## config.mk

```make
export PLATFORM = sky130hd
export DESIGN_NAME = dac_sample_fifo
export DESIGN_NICKNAME = d
export VERILOG_FILES = /design/src/rtl/dac_sample_fifo.sv
export SDC_FILE = /design/constraint.sdc
export NUM_CORES = 1
export LEC_CHECK = 0
export ABC_CLOCK_PERIOD_IN_PS = 8700
export CORE_MARGIN = 2
export CORE_UTILIZATION = 50
export CTS_BUF_LIST = sky130_fd_sc_hd__clkbuf_8
export CTS_CLUSTER_DIAMETER = 30
export DETAILED_ROUTE_END_ITERATION = 6
export DONT_BUFFER_PORTS = 1
export PLACE_DENSITY = 0.69
export SKIP_CTS_REPAIR_TIMING = 1
export SLEW_MARGIN = 20
export SYNTH_ARGS = -nofsm -noshare
export SYNTH_HDL_FRONTEND = slang
export SYNTH_SLANG_ARGS = --single-unit
```

## constraint.sdc

```tcl
create_clock -name clk -period 8.7 [get_ports clk]
set_input_delay 1.74 -clock clk [delete_from_list [all_inputs] [get_ports clk]]
set_output_delay 1.74 -clock clk [all_outputs]
set_load 0.005 [all_outputs]
```

## src/rtl/dac_sample_fifo.sv

```systemverilog
// rtl/dac_sample_fifo.sv - DAC playback sample FIFO with prefill and underflow repeat
//
// Purpose:
//   Decouples the filter output (anc_top) from the I2S transmitter. Samples
//   are buffered in a circular FIFO. Playback begins only once PREFILL
//   entries are stored. Before that, requests are answered with silence.
//   While running, an empty FIFO repeats the last delivered sample.
//
// Optional feature:
//   DAC_FIFO_STATS_EN - when defined, ovf_cnt/unf_cnt count overflow and
//   underflow events and saturate at 255. When undefined, both are tied to 0.
//
// Ports:
//   clk         in   1      single clock, rising edge
//   rst_n       in   1      asynchronous active-low reset
//   in_sample   in   WIDTH  sample from the filter (two's complement)
//   in_valid    in   1      write strobe; the producer never stalls
//   flush       in   1      synchronous clear, overrides all other inputs
//   out_req     in   1      request pulse from the I2S transmitter
//   out_sample  out  WIDTH  sample presented to the transmitter
//   out_valid   out  1      one-cycle pulse marking a new out_sample
//   level       out  AW+1   current occupancy
//   running     out  1      high in RUN state
//   ovf_cnt     out  8      overflow event count (stats build only)
//   unf_cnt     out  8      underflow event count (stats build only)

module dac_sample_fifo #(
  parameter int WIDTH   = 16,
  parameter int DEPTH   = 8,
  parameter int PREFILL = 4
) (
  input  logic                     clk,
  input  logic                     rst_n,
  input  logic [WIDTH-1:0]         in_sample,
  input  logic                     in_valid,
  input  logic                     flush,
  input  logic                     out_req,
  output logic [WIDTH-1:0]         out_sample,
  output logic                     out_valid,
  output logic [$clog2(DEPTH):0]   level,
  output logic                     running,
  output logic [7:0]               ovf_cnt,
  output logic [7:0]               unf_cnt
);

  localparam int AW = $clog2(DEPTH);
  localparam int LW = AW + 1;

  typedef enum logic {
    S_FILL = 1'b0,
    S_RUN  = 1'b1
  } state_t;

  state_t           r_state;
  state_t           w_state_nxt;

  logic [WIDTH-1:0] r_mem [DEPTH];
  logic [AW-1:0]    r_wptr;
  logic [AW-1:0]    r_rptr;
  logic [LW-1:0]    r_level;
  logic [LW-1:0]    w_level_nxt;
  logic [WIDTH-1:0] r_last;
  logic [WIDTH-1:0] r_out_sample;
  logic             r_out_valid;

  logic             w_empty;
  logic             w_full;
  logic             w_req_acc;
  logic             w_rd;
  logic             w_wr;
  logic [WIDTH-1:0] w_out_data;

  // Occupancy is judged on the state before this cycle's update, so a
  // write into an empty FIFO does not satisfy a read in the same cycle.
  assign w_empty = (r_level == '0);
  assign w_full  = (r_level == LW'(DEPTH));

  // A request is serviced with out_valid on the next cycle. While that
  // response is being issued, a still-asserted out_req is the same request
  // held over and is not counted again.
  assign w_req_acc = out_req & ~r_out_valid;

  always_comb begin
    w_rd        = 1'b0;
    w_wr        = 1'b0;
    w_level_nxt = r_level;
    w_state_nxt = r_state;
    if (flush) begin
      w_level_nxt = '0;
      w_state_nxt = S_FILL;
    end else begin
      w_rd = w_req_acc && (r_state == S_RUN) && !w_empty;
      // When the FIFO is full, a read in the same cycle frees the slot
      // the write lands in, so the write is still accepted.
      w_wr = in_valid && (!w_full || w_rd);
      w_level_nxt = r_level + LW'(w_wr) - LW'(w_rd);
      if ((r_state == S_FILL) && (w_level_nxt >= LW'(PREFILL))) begin
        w_state_nxt = S_RUN;
      end
    end
  end

  // In FILL the transmitter gets silence. In RUN it gets the head entry,
  // or the previous sample again when nothing is queued.
  always_comb begin
    w_out_data = '0;
    if (r_state == S_RUN) begin
      if (w_empty) begin
        w_out_data = r_last;
      end else begin
        w_out_data = r_mem[r_rptr];
      end
    end
  end

  // Sample storage is not reset. The pointers and level alone decide
  // which entries are live, so stale data is never read out.
  always_ff @(posedge clk) begin
    if (w_wr) begin
      r_mem[r_wptr] <= in_sample;
    end
  end

  always_ff @(posedge clk or negedge rst_n) begin
    if (!rst_n) begin
      r_state      <= S_FILL;
      r_wptr       <= '0;
      r_rptr       <= '0;
      r_level      <= '0;
      r_last       <= '0;
      r_out_sample <= '0;
      r_out_valid  <= 1'b0;
    end else if (flush) begin
      r_state     <= S_FILL;
      r_wptr      <= '0;
      r_rptr      <= '0;
      r_level     <= '0;
      r_last      <= '0;
      r_out_valid <= 1'b0;
    end else begin
      r_state     <= w_state_nxt;
      r_level     <= w_level_nxt;
      r_out_valid <= w_req_acc;
      if (w_wr) begin
        r_wptr <= r_wptr + 1'b1;
      end
      if (w_rd) begin
        r_rptr <= r_rptr + 1'b1;
        r_last <= r_mem[r_rptr];
      end
      if (w_req_acc) begin
        r_out_sample <= w_out_data;
      end
    end
  end

  assign out_sample = r_out_sample;
  assign out_valid  = r_out_valid;
  assign level      = r_level;
  assign running    = (r_state == S_RUN);

`ifdef DAC_FIFO_STATS_EN
  logic       w_ovf;
  logic       w_unf;
  logic [7:0] r_ovf_cnt;
  logic [7:0] r_unf_cnt;

  assign w_ovf = ~flush & in_valid & w_full & ~w_rd;
  assign w_unf = ~flush & w_req_acc & (r_state == S_RUN) & w_empty;

  always_ff @(posedge clk or negedge rst_n) begin
    if (!rst_n) begin
      r_ovf_cnt <= '0;
      r_unf_cnt <= '0;
    end else if (flush) begin
      r_ovf_cnt <= '0;
      r_unf_cnt <= '0;
    end else begin
      if (w_ovf && (r_ovf_cnt != 8'hFF)) begin
        r_ovf_cnt <= r_ovf_cnt + 8'd1;
      end
      if (w_unf && (r_unf_cnt != 8'hFF)) begin
        r_unf_cnt <= r_unf_cnt + 8'd1;
      end
    end
  end

  assign ovf_cnt = r_ovf_cnt;
  assign unf_cnt = r_unf_cnt;
`else
  assign ovf_cnt = 8'd0;
  assign unf_cnt = 8'd0;
`endif

endmodule

```

# After elaboration in Yosys (flattened, before gate mapping)

Memories as Yosys holds them, arrays and structs flattened.
Index checks and enable logic that the tools add are counted.

Flip-flop bits (word level): 44
Memory bits (writable): 128
Input bits: 21
Output and inout bits: 38
Memories kept: 1

$add $sub $neg: 4
Magnitude comparators: 1
Equality and inequality tests: 1
Muxes and demuxes: 16
Bitwise logic cells: 4
Reductions and logical operators: 12

Memories:

| name  | words | width | rd ports | clocked after memory_dff | wr ports | RTL line | text |
|---|---|---|---|---|---|---|---|
| r_mem | 8     | 16    | 1        | 0                        | 1        | 57       | `logic [WIDTH-1:0] r_mem [DEPTH];` |

Operators with widths:

| kind                                                | count |
|---|---|
| two-way mux 16 bit                                  | 4 |
| two-way mux 3 bit                                   | 4 |
| two-way mux 1 bit                                   | 7 |
| adder 3 x 1 -> 3 bit, second input constant         | 2 |
| nonzero test 2 bit                                  | 3 |
| adder 4 x 1 -> 4 bit                                | 1 |
| equality test 4 bit, second input constant          | 1 |
| >= comparator 4 x 3 -> 1 bit, second input constant | 1 |
| logical AND 1 bit                                   | 4 |
| logical NOT 4 bit                                   | 1 |
| two-way mux 4 bit                                   | 1 |
| subtractor 4 x 1 -> 4 bit                           | 1 |
| inverter 1 bit                                      | 3 |
| logical NOT 1 bit                                   | 2 |
| AND reduction 2 bit                                 | 1 |
| bitwise AND 1 bit                                   | 1 |
| logical OR 1 bit                                    | 1 |

# Longest topological paths before layout

Gate-level depths: netlist of the first run.

Depth in word-level cells: 12
Depth in mapped cells: 12

# Worst setup path after synthesis of the first run

Ideal clock, no wire load.

Path type: input to register
From: input out_req
To: memory r_mem[0][0] (enable)
Setup time: 0.436 ns
Arrival time: 3.839 ns
Data required time: 8.264 ns
Path slack: 4.424 ns
Stages on the path: 3
Cell sequence: and4bb_1 -> o21ai_2 -> nor4b_1

Word-level cells in the longest chain between the ends: 8

Ends and longest elaborated chain:

| element                                 | RTL line | text |
|---|---|---|
| start: declaration                      | 37       | `input logic out_req,` |
| bitwise AND 1 bit                       | 81       | `assign w_req_acc = out_req & ~r_out_valid;` |
| logical AND 1 bit (2 in series)         | 92       | `w_rd = w_req_acc && (r_state == S_RUN) && !w_empty;` |
| logical OR 1 bit                        | 95       | `w_wr = in_valid && (!w_full \|\| w_rd);` |
| logical AND 1 bit                       | 95       |  |
| two-way mux 1 bit                       | 88       | `if (flush) begin` |
| two-way mux 1 bit                       | 119      | `if (w_wr) begin` |
| two-way mux 1 bit (implied by the code) | 120      | `r_mem[r_wptr] <= in_sample;` |
| end: declaration                        | 57       |  |

No other way between the ends.

# Worst setup path after layout of the first run

From: input out_req
To: memory r_mem[0][15] (enable)

The elaborated chain is that of the path after synthesis.

==> flow_summary_export.csv, run 1 <==
group,metric,value,unit
status,status,"complete, no violations",
clocking,clk_path_buf_depth,2,
clocking,cts_root_buf,"clkbuf_8",
sta,timing.final.ws_setup,5.56,ns
logic_synthesis,synth-seq-area-share,71.1,%
sta,final_hold_viol_count,0,
logic_synthesis,yosys.area.top_type,"edfxtp_1",
finish,final_cells,603,
placement,place_congestion,0.783,
critical_path,r2r_slack,5.93,ns
route,drc,0,
clocking,clk_pin_slew,0.08,ns
critical_path,critPathKind,"primary input to register",
route,antenna_left,0,
route,vias,3476,
critical_path,worstPathRequired,8.85,ns
die,placementRows,43,
clocking,cts_tree,"built",
sta,period_share,36.1,%
hold_path,hold_class,"register to register",
clocking,insertion_delay,0.45,ns
sta,tightestPinTransition,0.959,ns
sta,fmax,318,MHz
route,firstDrtPassIters,5,
logic_synthesis,synth_most_common_cell,"edfxtp_1",
sta,relSlewSlack,35.9,%
logic_synthesis,synthXorXnorAreaFrac,0.630,%
critical_path,r2r-start,"level[2]$_DFF_PN0_",
logic_synthesis,synth_area,0.00695,mm2
die,core-area,0.0137,mm2
hold_path,hold_end,"r_last[14]$_DFFE_PN0P_",
logic_synthesis,yosys.area.top_type_share,55.3,%
critical_path,critPathMaxFanout,10,
finish,seqCellArea,0.00495,mm2
logic_synthesis,async_reset_ff_share,25.6,%
sta,maxSlewViolCount,0,
sta,fin_setup_tns,0,ns
power,vdd_drop_max,0.0941,mV
sta,rsz0062_at_grt,"no",
placement,placed_cell_area,0.00710,mm2
route,via_per_inst,5.76,
global_routing,grt_use_total,19.3,%
finish,antenna_cells,0,
sta,fin_skew,0.0101,ns
logic_synthesis,synth_ff_type,"edfxtp_1",
hold_path,min_from,"r_last[14]$_DFFE_PN0P_",
logic_synthesis,synthTopCellsByCount,"edfxtp_1 (128), dfrtp_1 (44), nor2_1 (26)",
global_routing,grt_pass1_vias,3593,
logic_synthesis,synth-compound-area-share,6.19,%
logic_synthesis,synth.mux.area_fraction,11.1,%
sta,min_period,3.14,ns
logic_synthesis,synth_top_family_by_area,"multiplexers",
critical_path,crit_arrival,3.29,ns
placement,portBuffers,0,
die,fp.dieH,122,um
die,start_util,50.7,%
sta,finalSetupViolCount,0,
power,power.share.clock,30.2,%
finish,syn2layout_area_growth,7.68,%
logic_synthesis,synth_fa_ha_area_share,1.55,%
critical_path,r2r-end,"running$_DFFE_PN0P_",
critical_path,reg2regPathDepth,10,
placement,hpwlAfterDp,8260,um
placement,place_inst,571,
power,seq_power_share,54.9,%
power,switching_power,460,uW
power,p_leak,0.00280,uW
logic_synthesis,synth-seq-cells,172,
finish,drive_above_1_share,23.2,%
logic_synthesis,synth_area_per_cell,17.3,um2
finish,final_area,0.00749,mm2
global_routing,grt_max_degree,51,
power,power,1820,uW
clocking,htreeDepth,4,
power,swShare,25.2,%
finish,multi_input_area,0.00183,mm2
logic_synthesis,synth-simple-area-share,5.47,%
die,ioPinCount,59,
logic_synthesis,synth_area_leaders,"edfxtp_1 (55%), dfrtp_1 (16%), mux4_2 (5.2%), mux2_2 (3.9%), a221o_1 (2.3%)",
route,routedWlPerCell,22.0,um
global_routing,grt_pass1_wl,20800,um
route,drt-total-wl,13300,um
finish,num-nets-final,439,
flow_run,maxCapViolCount,0,
placement,dpl_worst_slack,5.06,ns
clocking,clock_sinks,172,
power,pwr-share-comb,14.9,%
clocking,cts_inserted_buffers,17,
critical_path,endpoint_kind,"register",
logic_synthesis,synth-edff-count,128,
global_routing,antenna_found_initial,0,
finish,fillers,1106,
critical_path,startpoint_type,"primary input",
global_routing,grt-ovfl-total,0,
logic_synthesis,syn_inst,402,
die,die_w,122,um
power,p_int,1370,uW
power,power.density,244,mW/mm2
logic_synthesis,ys_warn_count,0,
logic_synthesis,ys_types,43,
die,die_area,0.0149,mm2
hold_path,hold_depth,1,
route,drt_iter0_drc,273,
==> registers in the layout, indices dropped and copies added, names as in the netlist <==
name	count
out_valid	1
level	4
out_sample	16
r_mem	128
r_rptr	3
running	1
r_last	16
r_wptr	3
==> power by group through the flow <==
stage / clock network, uW / logic, uW / registers [uW]
CTS: 563 / 277 / 1000
global route: 598 / 302 / 1010
global placement: 0 / 263 / 1020
floorplan: 0 / 239 / 1000
detailed placement: 0 / 275 / 1020
finish: 551 / 272 / 1000
==> placed cells by master (no fill, tap or decap), types with 8 or more instances in the layout <==
cell      Yosys  routed
a21o_1       17      17
a221o_1      16      16
buf_4        17      10
clkbuf_8      0      17
conb_1        1      16
dfrtp_1      44      43
edfxtp_1    128     128
inv_1         6       9
mux2_2       24      24
mux2_4        8       8
mux4_2       16      16
nor2_1       26      26
nor3_1       19      16
o22ai_1      16      16
==> through the flow <==
step,hold slack (ns),util (%)
after floorplan,0.451,-
after global placement,0.460,51.7
after detailed placement,0.467,51.7
after CTS,0.486,54.6
after global routing,0.505,54.6
final,0.482,54.6
==> cell families after synthesis <==
logic type / Yosys count
muxes: 50
other: 1
adders and majority gates: 8
xor gates and xnor gates: 5
buffers and inverters: 42
DFF: 172
and+or+nand+nor: 68
AOI/OAI and AO/OA: 56
==> worst max path at each step <==
| stage | startpoint | cells after the start | end | slack, ns |
|---|---|---|---|---|
| 5_1_grt | out_req | 4 | r_mem[0][15]$_DFFE_PP_ | 5.46 |
| 3_3_place_gp | out_req | 4 | r_mem[0][0]$_DFFE_PP_ | 5.12 |
| 3_5_place_dp | out_req | 4 | r_mem[0][0]$_DFFE_PP_ | 5.06 |
| 2_1_floorplan | out_req | 3 | r_mem[0][0]$_DFFE_PP_ | 4.42 |
| 4_1_cts | out_req | 4 | r_mem[0][15]$_DFFE_PP_ | 5.53 |
| 6_report | out_req | 4 | r_mem[0][15]$_DFFE_PP_ | 5.56 |
==> critical path, stage by stage <==
cell and delay [ns]:
and4bb_1 0.21, o21ai_2 0.15, nor4b_2 0.82, buf_4 0.35
==> routing by layer <==
layer / global-route usage (%) / vias up / wire (um)
met1: 26.3 / 1811 / 5930
met3: 5.24 / 16 / 734
met5: 0 / - / 0
li1: - / 1541 / -
met4: 7.61 / 0 / 201
met2: 29.9 / 108 / 6410
==> final cells by class <==
class                   instances  area share [%]
clock inverters                15            2.11
inverters                       6           0.301
clock buffers                  17            3.12
multi-input cells             203            24.4
flip-flops and latches        172            66.1
repair buffers                 10            1.00
well taps                     180            3.01
Power figures use the tool's default switching activity.
==> run 2: changes to the inputs <==
--- a/config.mk
+++ b/config.mk
@@ -5,7 +5,7 @@
 export SDC_FILE = /design/constraint.sdc
 export NUM_CORES = 1
 export LEC_CHECK = 0
-export ABC_CLOCK_PERIOD_IN_PS = 8700
+export ABC_CLOCK_PERIOD_IN_PS = 3200
 export CORE_MARGIN = 2
 export CORE_UTILIZATION = 50
 export CTS_BUF_LIST = sky130_fd_sc_hd__clkbuf_8
==> constraint.sdc (replaced) <==
create_clock -name clk -period 3.2 [get_ports clk]
set_input_delay 0.64 -clock clk [delete_from_list [all_inputs] [get_ports clk]]
set_output_delay 0.64 -clock clk [all_outputs]
set_load 0.005 [all_outputs]
==> flow_summary_export.csv, run 2 (synthesis results as in run 1) <==
group,metric,value,unit
die,start_util,50.7,%
critical_path,critPathKind,"register to register",
critical_path,critPathMaxFanout,5,
sta,fmax,368,MHz
hold_path,hold_class,"primary input to async pin",
critical_path,cp-endpoint,"running$_DFFE_PN0P_",
power,pwr-share-comb,15.1,%
clocking,cts_inserted_buffers,17,
placement,portBuffers,0,
die,ioPinCount,59,
critical_path,startpoint_type,"register",
placement,place_inst,576,
power,power.density,651,mW/mm2
sta,period_share,84.8,%
critical_path,r2r-start,"level[2]$_DFF_PN0_",
global_routing,grt-ovfl-total,0,
route,via_per_inst,5.71,
clocking,cts_tree,"built",
clocking,insertion_delay,0.44,ns
die,die_w,122,um
placement,hpwlAfterDp,8050,um
route,firstDrtPassIters,4,
global_routing,grt_max_degree,45,
route,vias,3476,
critical_path,endpoint_kind,"register",
sta,fin_setup_tns,0,ns
critical_path,worstPathRequired,3.52,ns
critical_path,crit_path_start,"level[2]$_DFF_PN0_",
finish,final_area,0.00754,mm2
power,switching_power,1260,uW
clocking,htreeDepth,4,
placement,place_congestion,0.784,
power,p_leak,0.00283,uW
finish,drive_above_1_share,24.2,%
finish,regMostFlops,"r_mem",
flow_run,maxCapViolCount,0,
die,core-area,0.0137,mm2
global_routing,grt_pass1_vias,3671,
power,power.share.clock,28.9,%
clocking,clk_pin_slew,0.08,ns
sta,min_period,2.72,ns
critical_path,crit_arrival,3.04,ns
critical_path,r2r_slack,0.48,ns
sta,tightestPinTransition,0.685,ns
route,routedWlPerCell,21.3,um
die,fp.dieH,122,um
power,vdd_drop_max,0.284,mV
global_routing,grt_use_total,19.1,%
critical_path,r2r-end,"running$_DFFE_PN0P_",
placement,placed_cell_area,0.00715,mm2
sta,finalSetupViolCount,0,
critical_path,reg2regPathDepth,10,
power,seq_power_share,56.1,%
global_routing,antenna_found_initial,0,
finish,largest_reg_flops,128,
route,antenna_left,0,
sta,fin_skew,0.00822,ns
power,swShare,25.7,%
route,wl_met1,5510,um
global_routing,grt_pass1_wl,20500,um
status,status,"complete, no violations",
clocking,cts_root_buf,"clkbuf_8",
route,drt-total-wl,13000,um
sta,maxSlewViolCount,0,
finish,final_common_cell,"edfxtp_1",
route,dr_wl_met3,826,um
finish,final_cells,609,
finish,num-nets-final,445,
power,p_int,3650,uW
clocking,clock_sinks,172,
clocking,clk_path_buf_depth,2,
route,met2_length,6480,um
sta,rsz0062_at_grt,"no",
sta,relSlewSlack,54.2,%
finish,syn2layout_area_growth,8.44,%
die,die_area,0.0149,mm2
route,drc,0,
finish,final_cell_mix,"edfxtp_1 (128), dfrtp_1 (43), nor2_1 (26)",
die,placementRows,43,
sta,final_hold_viol_count,0,
route,highest_layer,"met4",
route,drt_iter0_drc,314,
finish,fillers,1048,
finish,antenna_cells,0,
==> run 2: cell types whose count changed in the layout (fill, tap and decap cells not counted), sizes merged <==
cell      change
buf           +6
bufinv        -1
clkinv        +3
clkinvlp      -1
inv           -1
==> run 2: cell type report <==
cell class / instances / area [um2] / area share [%]
inverters: 6 / 22.5 / 0.299
flip-flops and latches: 172 / 4950 / 65.6
clock buffers: 17 / 234 / 3.10
repair buffers: 16 / 153 / 2.02
clock inverters: 15 / 133 / 1.76
multi-input cells: 203 / 1830 / 24.2
well taps: 180 / 225 / 2.99
==> run 2: how the worst min path moves through the flow <==
stage                     startpoint  slack, ns  depth (start not counted)                        end
after CTS                      rst_n      -0.14                          0  out_sample[7]$_DFFE_PN0P_
after floorplan                rst_n       0.34                          0         level[0]$_DFF_PN0_
after global routing           rst_n      0.007                          1  out_sample[4]$_DFFE_PN0P_
after global placement         rst_n       0.35                          0  out_sample[1]$_DFFE_PN0P_
final                          rst_n       0.03                          1  out_sample[4]$_DFFE_PN0P_
after detailed placement       rst_n       0.35                          0  out_sample[1]$_DFFE_PN0P_
==> run 2: through the flow <==
stage | total power [uW] | setup slack [ns] | hold WS (ns) | utilization (%)
floorplan | 3380 | 0.00304 | 0.344 | -
global placement | 3510 | 0.560 | 0.345 | 52.1
detailed placement | 3540 | 0.486 | 0.345 | 52.1
CTS | 4940 | 0.473 | -0.141 | 54.8
global route | 5150 | 0.278 | 0.00707 | 55.0
finish | 4910 | 0.485 | 0.0269 | 55.0
==> run 2: routing by layer <==
metal | vias to the layer above | global-route usage, %
li1 | 1558 | -
met1 | 1796 | 24.4
met2 | 110 | 31.9
met3 | 12 | 5.06
met4 | 0 | 6.39
met5 | - | 0
==> run 2: power by group through the flow <==
stage	Sequential [uW]	Combinational, uW	Clock (uW)
6_report	2750	739	1420
5_1_grt	2780	824	1540
4_1_cts	2760	735	1440
3_5_place_dp	2810	734	0
3_3_place_gp	2790	716	0
2_1_floorplan	2730	651	0
==> run 2: critical path, cell delays in order, from the launching register on <==
cell	delay (ns)
dfrtp_1	0.40
inv_1	0.11
ha_1	0.17
or3b_4	0.42
and3_1	0.30
nand2b_1	0.18
o21ai_1	0.09
ha_1	0.22
fa_1	0.38
xnor2_1	0.22
a31oi_1	0.11
